==> config.mk <==
export PLATFORM = sky130hd
export DESIGN_NAME = pim_host_sequencer
export DESIGN_NICKNAME = d
export VERILOG_FILES = /design/src/rtl/pim_host_sequencer.sv
export SDC_FILE = /design/constraint.sdc
export NUM_CORES = 1
export LEC_CHECK = 0
export CAP_MARGIN = 30
export CORE_MARGIN = 10
export CORE_UTILIZATION = 63
export DETAILED_ROUTE_END_ITERATION = 8
export GPL_ROUTABILITY_DRIVEN = 0
export PLACE_DENSITY = 0.84
export SYNTH_ARGS = -nofsm -noshare
export SYNTH_HDL_FRONTEND = slang
export SYNTH_SLANG_ARGS = --single-unit
==> constraint.sdc <==
create_clock -name clk -period 13.3 [get_ports clk]
set_clock_uncertainty 0.2 [all_clocks]
set_input_delay 1.33 -clock clk [delete_from_list [all_inputs] [get_ports clk]]
set_output_delay 1.33 -clock clk [all_outputs]
set_load 0.01 [all_outputs]
==> src/rtl/pim_host_sequencer.sv <==
// Host-side sequencer for the processing-in-memory block.
// It queues host commands and issues them one at a time over the
// instruction / operation_enable / ready handshake. For flagged commands it
// captures the PIM data output into a first-word-fall-through result FIFO.
module pim_host_sequencer #(
  parameter int CMD_DEPTH      = 8,
  parameter int RSP_DEPTH      = 8,
  parameter int TIMEOUT_CYCLES = 1024
) (
  input  logic        clk,
  input  logic        rst,
  input  logic        cmd_valid,
  output logic        cmd_ready,
  input  logic [44:0] cmd_instr,
  input  logic        cmd_expect,
  output logic [44:0] pim_instruction,
  output logic        pim_operation_enable,
  input  logic        pim_ready,
  input  logic [31:0] pim_data_out,
  output logic        rsp_valid,
  input  logic        rsp_ready,
  output logic [31:0] rsp_data,
  output logic        busy,
  output logic        timeout_err,
  output logic [15:0] issued_count
);

  localparam int CAW = $clog2(CMD_DEPTH);
  localparam int RAW = $clog2(RSP_DEPTH);
  localparam int TW  = $clog2(TIMEOUT_CYCLES + 1);

  localparam logic [CAW:0]  CMD_FULL   = (CAW + 1)'(CMD_DEPTH);
  localparam logic [RAW:0]  RSP_FULL   = (RAW + 1)'(RSP_DEPTH);
  localparam logic [TW-1:0] TIMER_LAST = TW'(TIMEOUT_CYCLES - 1);

  typedef enum logic [2:0] {
    IDLE,
    ISSUE,
    WAIT_BUSY,
    WAIT_DONE,
    CAPTURE
  } state_t;

  state_t state;

  // ---------------------------------------------------------------------------
  // Command FIFO: entry = {expect, instr}
  // ---------------------------------------------------------------------------
  logic [45:0]    cmd_mem [CMD_DEPTH];
  logic [CAW-1:0] cmd_wr_ptr;
  logic [CAW-1:0] cmd_rd_ptr;
  logic [CAW:0]   cmd_count;
  logic [45:0]    cmd_head;
  logic           cmd_push;
  logic           cmd_empty;

  // ---------------------------------------------------------------------------
  // Result FIFO
  // ---------------------------------------------------------------------------
  logic [31:0]    rsp_mem [RSP_DEPTH];
  logic [RAW-1:0] rsp_wr_ptr;
  logic [RAW-1:0] rsp_rd_ptr;
  logic [RAW:0]   rsp_count;
  logic           rsp_full;
  logic           rsp_push;
  logic           rsp_pop;

  // ---------------------------------------------------------------------------
  // Sequencer bookkeeping
  // ---------------------------------------------------------------------------
  logic          held_expect;
  logic [TW-1:0] timer;
  logic          timer_expired;
  logic          take_cmd;

  assign cmd_empty = (cmd_count == '0);
  assign cmd_ready = (cmd_count != CMD_FULL);
  assign cmd_push  = cmd_valid && cmd_ready;
  assign cmd_head  = cmd_mem[cmd_rd_ptr];

  assign rsp_full  = (rsp_count == RSP_FULL);
  assign rsp_valid = (rsp_count != '0);
  assign rsp_pop   = rsp_valid && rsp_ready;
  // Space for the capture is reserved before issue; the pop term lets a
  // capture into a full FIFO coincide with a host pop.
  assign rsp_push  = (state == CAPTURE) && (!rsp_full || rsp_pop);
  // Storage is not reset, so the head is masked to zero while empty.
  assign rsp_data  = rsp_valid ? rsp_mem[rsp_rd_ptr] : 32'd0;

  // A result-producing command waits in IDLE until the result FIFO has room,
  // so a capture can never be dropped.
  assign take_cmd = (state == IDLE) && !cmd_empty && pim_ready &&
                    (!cmd_head[45] || !rsp_full);

  assign timer_expired = (timer == TIMER_LAST);

  assign busy = (state != IDLE) || !cmd_empty;

  // Command FIFO storage write.
  // NOTE: FIFO storage is deliberately left out of reset; the pointers and
  // occupancy counter alone define which entries are valid.
  always_ff @(posedge clk) begin
    if (cmd_push) begin
      cmd_mem[cmd_wr_ptr] <= {cmd_expect, cmd_instr};
    end
  end

  // Command FIFO pointers and occupancy.
  // NOTE: all clocked state uses non-blocking assignments so every register
  // samples the pre-edge values of the others.
  always_ff @(posedge clk) begin
    if (rst) begin
      cmd_wr_ptr <= '0;
      cmd_rd_ptr <= '0;
      cmd_count  <= '0;
    end else begin
      if (cmd_push) begin
        cmd_wr_ptr <= cmd_wr_ptr + CAW'(1);
      end
      if (take_cmd) begin
        cmd_rd_ptr <= cmd_rd_ptr + CAW'(1);
      end
      case ({cmd_push, take_cmd})
        2'b10:   cmd_count <= cmd_count + (CAW + 1)'(1);
        2'b01:   cmd_count <= cmd_count - (CAW + 1)'(1);
        default: cmd_count <= cmd_count;
      endcase
    end
  end

  // Result FIFO storage write.
  always_ff @(posedge clk) begin
    if (rsp_push) begin
      rsp_mem[rsp_wr_ptr] <= pim_data_out;
    end
  end

  // Result FIFO pointers and occupancy.
  always_ff @(posedge clk) begin
    if (rst) begin
      rsp_wr_ptr <= '0;
      rsp_rd_ptr <= '0;
      rsp_count  <= '0;
    end else begin
      if (rsp_push) begin
        rsp_wr_ptr <= rsp_wr_ptr + RAW'(1);
      end
      if (rsp_pop) begin
        rsp_rd_ptr <= rsp_rd_ptr + RAW'(1);
      end
      case ({rsp_push, rsp_pop})
        2'b10:   rsp_count <= rsp_count + (RAW + 1)'(1);
        2'b01:   rsp_count <= rsp_count - (RAW + 1)'(1);
        default: rsp_count <= rsp_count;
      endcase
    end
  end

  // Issue FSM with registered handshake outputs, timeout watchdog and
  // completion counter. The instruction register doubles as the holding
  // register, so the PIM sees a stable value from ISSUE until the next ISSUE.
  always_ff @(posedge clk) begin
    if (rst) begin
      state                <= IDLE;
      pim_instruction      <= '0;
      pim_operation_enable <= 1'b0;
      held_expect          <= 1'b0;
      timer                <= '0;
      timeout_err          <= 1'b0;
      issued_count         <= '0;
    end else begin
      pim_operation_enable <= 1'b0;
      case (state)
        IDLE: begin
          timer <= '0;
          if (take_cmd) begin
            pim_instruction      <= cmd_head[44:0];
            held_expect          <= cmd_head[45];
            pim_operation_enable <= 1'b1;
            state                <= ISSUE;
          end
        end

        ISSUE: begin
          timer <= '0;
          state <= WAIT_BUSY;
        end

        WAIT_BUSY: begin
          if (!pim_ready) begin
            timer <= '0;
            state <= WAIT_DONE;
          end else if (timer_expired) begin
            timer        <= '0;
            timeout_err  <= 1'b1;
            issued_count <= issued_count + 16'd1;
            state        <= IDLE;
          end else begin
            timer <= timer + TW'(1);
          end
        end

        WAIT_DONE: begin
          if (pim_ready) begin
            timer <= '0;
            if (held_expect) begin
              state <= CAPTURE;
            end else begin
              issued_count <= issued_count + 16'd1;
              state        <= IDLE;
            end
          end else if (timer_expired) begin
            timer        <= '0;
            timeout_err  <= 1'b1;
            issued_count <= issued_count + 16'd1;
            state        <= IDLE;
          end else begin
            timer <= timer + TW'(1);
          end
        end

        CAPTURE: begin
          timer        <= '0;
          issued_count <= issued_count + 16'd1;
          state        <= IDLE;
        end

        default: begin
          timer <= '0;
          state <= IDLE;
        end
      endcase
    end
  end

endmodule
==> results of run 1 <==
==> critical path, cell delays in order (launching register included) <==
cell and delay, ns:
dfxtp_4 0.57, buf_4 0.78, mux4_2 0.62, mux2i_1 0.20, nor2_1 0.10, clkdlybuf4s50_1 0.52
==> layout by cell type (no fill, tap or decap), drive strengths merged, types with 8 or more instances in the layout <==
cell type,count
nand2,22
and3,9
mux4,154
ha,12
dfxtp,104
xnor2,8
clkinv,22
nor2,79
mux2i,85
diode,9
nor2b,47
clkdlybuf4s50,179
inv,15
o21ai,13
nor3,11
clkbuf,94
edfxtp,624
or3,9
nand3,10
xor2,23
a21oi,19
a211oi,47
buf,28
==> cell type report <==
cell class	count	area (µm²)	share of cell area [%]
sequential	728	20840	63.65
multi-input combinational	599	6721	20.53
timing repair buffer	207	2034	6.214
clock buffer	94	1926	5.882
tap	585	732.0	2.236
clock inverter	36	419.2	1.280
inverter	12	45.04	0.1376
antenna	9	22.52	0.06879
==> power by group through the flow <==
stage                     combinational [µW]  clock, µW  sequential (µW)
after floorplan                          519          0             2730
after global placement                   767          0             2780
after detailed placement                 807          0             2780
after CTS                                821       2040             2740
after global routing                     869       2130             2750
final                                    809       2010             2740
==> path summary, 6_finish.rpt <==
| path | from | end | slack (ns) |
|---|---|---|---|
| max | flop | rsp_data[0] | 8.34 |
| min | timer[0] | timer[0] | 0.26 |
| max reg2reg | flop | cmd_count[3] | 8.84 |
| min reg2reg | timer[0] | timer[0] | 0.26 |
==> cell usage after synthesis (12+ instances only) <==
cell type,count
clkbuf_1,44
nor2b_1,47
dfxtp_1,104
a21oi_1,19
nor2_1,79
buf_2,19
ha_1,12
a211oi_1,47
xor2_1,23
edfxtp_1,624
nand2_1,22
mux2i_1,85
mux4_2,154
==> through the flow <==
stage	hold slack (ns)	cells	setup slack, ns	utilization [%]
after floorplan	0.2230	1414	6.208	-
after global placement	0.2473	2129	8.358	69.93
after detailed placement	0.2504	2131	8.192	70.04
after CTS	0.2585	2261	8.219	75.45
after global routing	0.2854	2268	8.073	75.49
final	0.2623	2270	8.339	75.50
==> metal layers <==
layer	wire length (µm)	GRT usage, %	up-vias
met2	30930	38.39	599
li1	-	-	6122
met3	4647	5.220	99
met4	1365	8.058	10
met5	78	0	-
met1	22130	27.42	7302
==> registers in the layout (all words and copies together) (netlist names), 4 cells and up, named ones only <==
signal	cells
cmd_count	4
issued_count	16
timer	11
rsp_mem	256
rsp_count	4
pim_instruction	45
cmd_mem	368
==> kinds of logic after synthesis <==
logic type      Yosys count
compound gates           99
xor+xnor                 31
fa+ha+maj                13
buf+inv                  87
flops                   728
mux                     239
simple gates            217
==> reports/metrics.csv, run 1 <==
metric;value;unit
tns;0;ns
first_iter_violations;1430;
cts-buffers-inserted;71;
layout.nets;1715;
cts_tree;done;
grt_pass1_wl;90060;µm
portBuffers;180;
clk_latency;0.60;ns
p_sw;1350;µW
synth.top_cell.area_share;67.35;%
p_sw_share;24.29;%
syn_avg_cell_area;19.67;µm²
crit_path_start_kind;flop;
p_leak;0.01015;µW
crit_type;reg -> out;
max_freq;201.6;MHz
h-tree-depth;3;
fill_cells;2413;
cts_hold_buf;0;
synth_top_family_by_area;multiplexers;
clockPowerShare;36.2;%
tightest_slew;0.9254;ns
rows;76;
io_pins;181;
r2r_cells;13;
finalInstanceArea;0.03274;mm²
cts-root-buf;clkbuf_16;
area_delta_synth_final;17.67;%
grt_max_degree;65;
min_period;4.961;ns
drt-total-wl;59160;µm
dieWidth;230.1;µm
p_seq_share;49.2;%
clockBufferDepth;3;
syn-cell-area;0.02782;mm²
finalCritPeriodShare;37.30;%
cts_sinks;728;
arrival;3.43;ns
rsz0062_at_grt;no;
yosys.area.top_type;edfxtp_1;
cp.required;11.77;ns
outcome;completed;
max_cap_violations;0;
synthAdderAreaFrac;0.6116;%
track_usage;22.37;%
yosys.area_share.simple;4.160;%
combPwrFrac;14.6;%
hold_depth;1;
ys_ff_latch;728;
vias;14130;
synthMuxAreaShare;15.53;%
die_h;230.1;µm
cp_max_fo;46;
first_global_vias;14650;
end_kind;primary output;
power;5557;µW
post_cts_resized;0;
wl_per_cell;26.06;µm
relSlewSlack;38.30;%
setup_viol;0;
hold_viol;0;
place_area;0.03037;mm²
synthTopCellsByArea;edfxtp_1 (67%), mux4_2 (12%), dfxtp_1 (7.5%);
gr-total-overflow;0;
clk_pin_slew;0.06;ns
maxSlewViolCount;0;
yosys_warnings;0;
ir_drop;141.8;µV
cts_setup_buffers;0;
syn_inst;1414;
power.internal;4207;µW
ys_types;58;
syn_nets;1510;
dieArea;0.05296;mm²
synth_compound_area_share;2.546;%
synth_edf_count;624;
start_util;64.16;%
synth-xor-area-share;0.9759;%
hp-class;reg -> reg;
ys.flop_type;edfxtp_1;
pwr_density_cell;169.7;mW/mm²
vias_per_cell;6.226;
dr.pass1.iters;5;
route.detailed.drc;0;
drive_gt1_share;19.51;%
async_flop_share;0;%
dp_hpwl;31170;µm
drtAntennaViolNets;0;
core;0.04336;mm²
antenna_found_initial;14;
ys_seq_area_share;74.84;%
Power figures use the tool's default switching activity.
==> run 2: changes to the inputs <==
--- a/config.mk
+++ b/config.mk
@@ -7,10 +7,10 @@
 export LEC_CHECK = 0
 export CAP_MARGIN = 30
 export CORE_MARGIN = 10
-export CORE_UTILIZATION = 63
+export CORE_UTILIZATION = 59
 export DETAILED_ROUTE_END_ITERATION = 8
 export GPL_ROUTABILITY_DRIVEN = 0
-export PLACE_DENSITY = 0.84
+export PLACE_DENSITY = 0.8
 export SYNTH_ARGS = -nofsm -noshare
 export SYNTH_HDL_FRONTEND = slang
 export SYNTH_SLANG_ARGS = --single-unit
==> constraint.sdc (replaced) <==
create_clock -name clk -period 4.7 [get_ports clk]
set_clock_uncertainty 0.2 [all_clocks]
set_input_delay 0.47 -clock clk [delete_from_list [all_inputs] [get_ports clk]]
set_output_delay 0.47 -clock clk [all_outputs]
set_load 0.01 [all_outputs]
==> run 2 against run 1 <==
Effect of this change:
- worst setup slack got worse by 7.4 ns
- hold slack worse by 0.052 ns
- critical path depth is the same
- via count down 1.5%
- first-iteration DRC count is 21% lower
- die area rose by 6.2%
- critical endpoint unchanged
- cell area about the same
- largest power group unchanged
- routed wire length fell by 2.6%
==> reports/metrics.csv, run 2 (synthesis results as in run 1) <==
metric;value;unit
outcome;completed;
clk_latency;0.60;ns
hold_depth;2;
timing.hold.ws;0.2104;ns
min_period;3.730;ns
place_area;0.03049;mm²
final_cell_mix;edfxtp_1 (624), clkdlybuf4s50_1 (179), mux4_2 (154);
die_h;237.2;µm
p_sw_share;23.94;%
r2r_setup_slack;1.37;ns
first_iter_violations;1133;
core;0.04656;mm²
dieArea;0.05624;mm²
dp_hpwl;31200;µm
clk_pin_slew;0.06;ns
maxSlewViolCount;0;
cp.required;4.03;ns
io_pins;181;
placed_cells;2153;
wl_per_cell;25.24;µm
cts-root-buf;clkbuf_16;
pwr_density_cell;474.2;mW/mm²
rsz0062_at_grt;no;
tightest_slew;0.8640;ns
crit_type;reg -> out;
cts_tree;done;
p_sw;3718;µW
cts_setup_buffers;0;
drtAntennaViolNets;0;
rows;79;
gr-total-overflow;0;
whs_endpoint;rsp_count[1];
dr.pass1.iters;5;
p_leak;0.01013;µW
cts_sinks;728;
relSlewSlack;42.40;%
vias_per_cell;6.095;
drt-total-wl;57630;µm
track_usage;20.45;%
layout.nets;1714;
largest_reg_flops;368;
vias;13920;
post_cts_resized;0;
h-tree-depth;3;
finalInstanceArea;0.03276;mm²
antenna_found_initial;4;
finalCritPeriodShare;79.37;%
rr_endpoint;rsp_count[3];
r2r_cells;10;
arrival;3.06;ns
max_cap_violations;0;
first_global_vias;14500;
setup_viol;0;
hp-class;in -> reg;
area_delta_synth_final;17.74;%
regMostFlops;cmd_mem;
clockBufferDepth;3;
dieWidth;237.2;µm
largestRegisters;cmd_mem: 368 flops, rsp_mem: 256 flops, pim_instruction: 45 flops;
power.internal;11810;µW
ir_drop;420.0;µV
setup_slack;0.9695;ns
reg2reg_from;rsp_count[0];
grt_max_degree;91;
worstHoldStart;rst;
clockPowerShare;35.5;%
tns;0;ns
combPwrFrac;15.5;%
drive_gt1_share;19.00;%
final_cells;2283;
route.detailed.drc;0;
cts_hold_buf;0;
cts-buffers-inserted;70;
portBuffers;180;
dpl_worst_slack;1.211;ns
crit_path_start_kind;flop;
layout_commonest_cell;edfxtp_1;
hold_viol;0;
fill_cells;2754;
cp_max_fo;33;
p_seq_share;49.0;%
start_util;59.76;%
grt_pass1_wl;87890;µm
max_freq;268.1;MHz
end_kind;primary output;
==> run 2: how the worst max path moves through the flow <==
stage	startpoint	to	slack [ns]	cells past startpoint
2_1_floorplan	cmd_count[1]	cmd_mem[4][0]	0.37	5
3_3_place_gp	pim_ready	cmd_count[3]	1.32	10
3_5_place_dp	pim_ready	cmd_count[3]	1.21	10
4_1_cts	flop	rsp_data[0]	0.88	5
5_1_grt	flop	rsp_data[0]	0.77	5
6_report	flop	rsp_data[0]	0.97	5
==> run 2: cell type report <==
type                    count  area, µm²  share of cell area [%]
clock inverters            27      277.8                  0.8480
flip-flops and latches    728      20840                   63.61
multi-input cells         599       6790                   20.73
inverters                  12      45.04                  0.1375
repair buffers            207       2059                   6.287
diodes                      2      5.005                 0.01528
clock buffers             101       1982                   6.050
well taps                 607      759.5                   2.319
==> run 2: metal layers <==
layer  GRT usage [%]  share of wire [%]  wire, µm  up-vias
met5               0              0.045        26        -
met4           6.234                1.7       954        4
met3           4.441                6.8      3935       71
met2           35.46                 53     30750      483
met1           25.44                 38     21970     7257
li1                -                  -         -     6101
==> run 2: power by group through the flow <==
| stage | Combinational (µW) | Sequential [µW] | Clock (µW) |
|---|---|---|---|
| floorplan | 1470 | 7730 | 0 |
| global placement | 2370 | 7720 | 0 |
| detailed placement | 2430 | 7740 | 0 |
| CTS | 2460 | 7620 | 5610 |
| global route | 2620 | 7650 | 5830 |
| finish | 2410 | 7620 | 5510 |
==> run 2: per-stage QoR <==
stage	util, %	power, µW
floorplan	-	9197
global placement	65.44	10090
detailed placement	65.49	10170
CTS	70.35	15680
global route	70.35	16100
finish	70.36	15530
==> run 2: critical path, cell delays in order, from the launching register on <==
cell,delay [ns]
dfxtp_4,0.77
buf_12,0.36
mux4_2,0.54
mux2i_1,0.20
nor2_1,0.06
clkdlybuf4s50_1,0.50
==> run 3: changes to the inputs <==
--- a/config.mk
+++ b/config.mk
@@ -7,10 +7,10 @@
 export LEC_CHECK = 0
 export CAP_MARGIN = 30
 export CORE_MARGIN = 10
-export CORE_UTILIZATION = 59
+export CORE_UTILIZATION = 53
 export DETAILED_ROUTE_END_ITERATION = 8
 export GPL_ROUTABILITY_DRIVEN = 0
-export PLACE_DENSITY = 0.8
+export PLACE_DENSITY = 0.75
 export SYNTH_ARGS = -nofsm -noshare
 export SYNTH_HDL_FRONTEND = slang
 export SYNTH_SLANG_ARGS = --single-unit
==> constraint.sdc (replaced) <==
create_clock -name clk -period 3.2 [get_ports clk]
set_clock_uncertainty 0.2 [all_clocks]
set_input_delay 0.32 -clock clk [delete_from_list [all_inputs] [get_ports clk]]
set_output_delay 0.32 -clock clk [all_outputs]
set_load 0.01 [all_outputs]
==> run 3 against run 2 <==
Effect of this change:
- flip-flop and latch count stayed put
- largest cell class unchanged
- sequential power is 47% higher
- routed wire length is 0.72% higher
- worst setup slack worse by 0.88 ns
- critical path depth stayed put
- hold slack worse by 0.11 ns
- combinational power is 47% higher
- die area is 10% higher
- utilization is 5.4 points lower
- global-route usage is 1.8 points lower
==> reports/metrics.csv, run 3 (synthesis results as in run 1) <==
metric;value;unit
grt_max_degree;91;
route.detailed.drc;0;
max_cap_violations;0;
outcome;completed;
layout_commonest_cell;edfxtp_1;
gr-total-overflow;0;
wl_per_cell;24.41;µm
cts_tree;done;
cp.required;2.68;ns
first_global_vias;14880;
max_freq;321.5;MHz
layout.nets;1730;
finalCritPeriodShare;97.21;%
area_delta_synth_final;20.56;%
rr_endpoint;rsp_count[3];
dp_hpwl;31240;µm
cts-buffers-inserted;74;
hold_depth;2;
p_leak;0.01078;µW
min_period;3.111;ns
arrival;2.59;ns
crit_path_start_kind;flop;
relSlewSlack;44.00;%
hold_viol;0;
met2WireLength;29560;µm
crit_family;multiplexers;
cp.depth;5;
start_util;53.90;%
io_pins;181;
clk_latency;0.61;ns
dr.pass1.iters;5;
drt-total-wl;58050;µm
h-tree-depth;3;
grt_pass1_wl;89440;µm
r2r_setup_slack;0.20;ns
first_iter_violations;1074;
finalInstanceArea;0.03354;mm²
max_stage_delay;0.52;ns
largestRegisters;cmd_mem: 368 flops, rsp_mem: 256 flops, pim_instruction: 45 flops;
cts_hold_buf;0;
worstPathCellList;buf_16 -> mux4_2 -> mux2i_2 -> nor2_1 -> clkdlybuf4s50_1;
maxSlewViolCount;0;
seqCellArea;0.02084;mm²
ir_drop;591.7;µV
tightest_slew;0.8401;ns
reg2reg_from;rsp_count[3];
drive_gt1_share;20.47;%
wl_met1;22880;µm
portBuffers;180;
die_h;249.1;µm
dieArea;0.06206;mm²
vias_per_cell;5.854;
multi_input_area;0.006835;mm²
cts_sinks;728;
antenna_found_initial;11;
cts-root-buf;clkbuf_16;
pwr_density_cell;699.7;mW/mm²
crit_type;reg -> out;
largest_reg_flops;368;
rows;83;
crit_path_end;rsp_data[31];
fill_cells;3392;
setup_viol;0;
regMostFlops;cmd_mem;
cp_max_fo;12;
met3_length;4411;µm
end_kind;primary output;
power;23470;µW
drtAntennaViolNets;0;
track_usage;18.67;%
clk_pin_slew;0.05;ns
vias;13920;
dieWidth;249.1;µm
final_cell_mix;edfxtp_1 (624), clkdlybuf4s50_1 (157), mux4_2 (154);
top_layer;met5;
core;0.05161;mm²
r2r_cells;10;
slowest_stage;mux4_2;
clockBufferDepth;3;
place_area;0.03086;mm²
hp-class;in -> reg;
worst-path-buf-inv;2;
-- run 3: final cells by class --
type | instances | share of cell area [%]
Sequential cell | 728 | 62.13
Multi-Input combinational cell | 599 | 20.38
Timing Repair Buffer | 219 | 7.319
Clock buffer | 99 | 6.230
Tap cell | 680 | 2.537
Clock inverter | 38 | 1.250
Inverter | 12 | 0.1343
Antenna cell | 3 | 0.02238
-- run 3: worst min-delay path by stage --
stage / start / slack (ns) / endpoint
final: rst / 0.1 / flop
after global routing: rst / 0.11 / issued_count[2]
after CTS: rst / 0.06 / flop
after detailed placement: timer[0] / 0.26 / timer[0]
after global placement: timer[0] / 0.24 / timer[0]
after floorplan: cmd_instr[0] / 0.22 / cmd_mem[0][0]
-- run 3: metrics by stage --
step,utilization [%],std cells,hold WS (ns),TNS [ns],worst slack [ns]
floorplan,-,1414,0.2189,-15.66,-0.2967
global placement,59.80,2235,0.2447,0,0.3293
detailed placement,59.80,2235,0.2601,0,0.2128
CTS,64.74,2373,0.06120,-0.02906,-0.02227
global route,64.98,2377,0.1092,-0.01008,-0.003612
finish,64.98,2378,0.09760,0,0.08928
-- run 3: layer usage --
metal | GRT usage [%] | up-vias
met5 | 0 | -
met4 | 4.920 | 16
li1 | - | 6156
met3 | 5.268 | 111
met2 | 31.45 | 444
met1 | 23.45 | 7193
-- run 3: what timing repair did --
| action | CTS | global route |
|---|---|---|
| endpoints found under the setup margin | 7 | 13 |
| gates resized for setup | 3 | 25 |
| gates cloned | 1 | 2 |
| setup buffers | 0 | 0 |
-- run 3: where the power goes --
part / leakage (µW) / internal (µW) / switching [µW]
logic: 0.00306 / 1800 / 1740
registers: 0.00649 / 10800 / 363
clock network: 0.00123 / 5250 / 3480
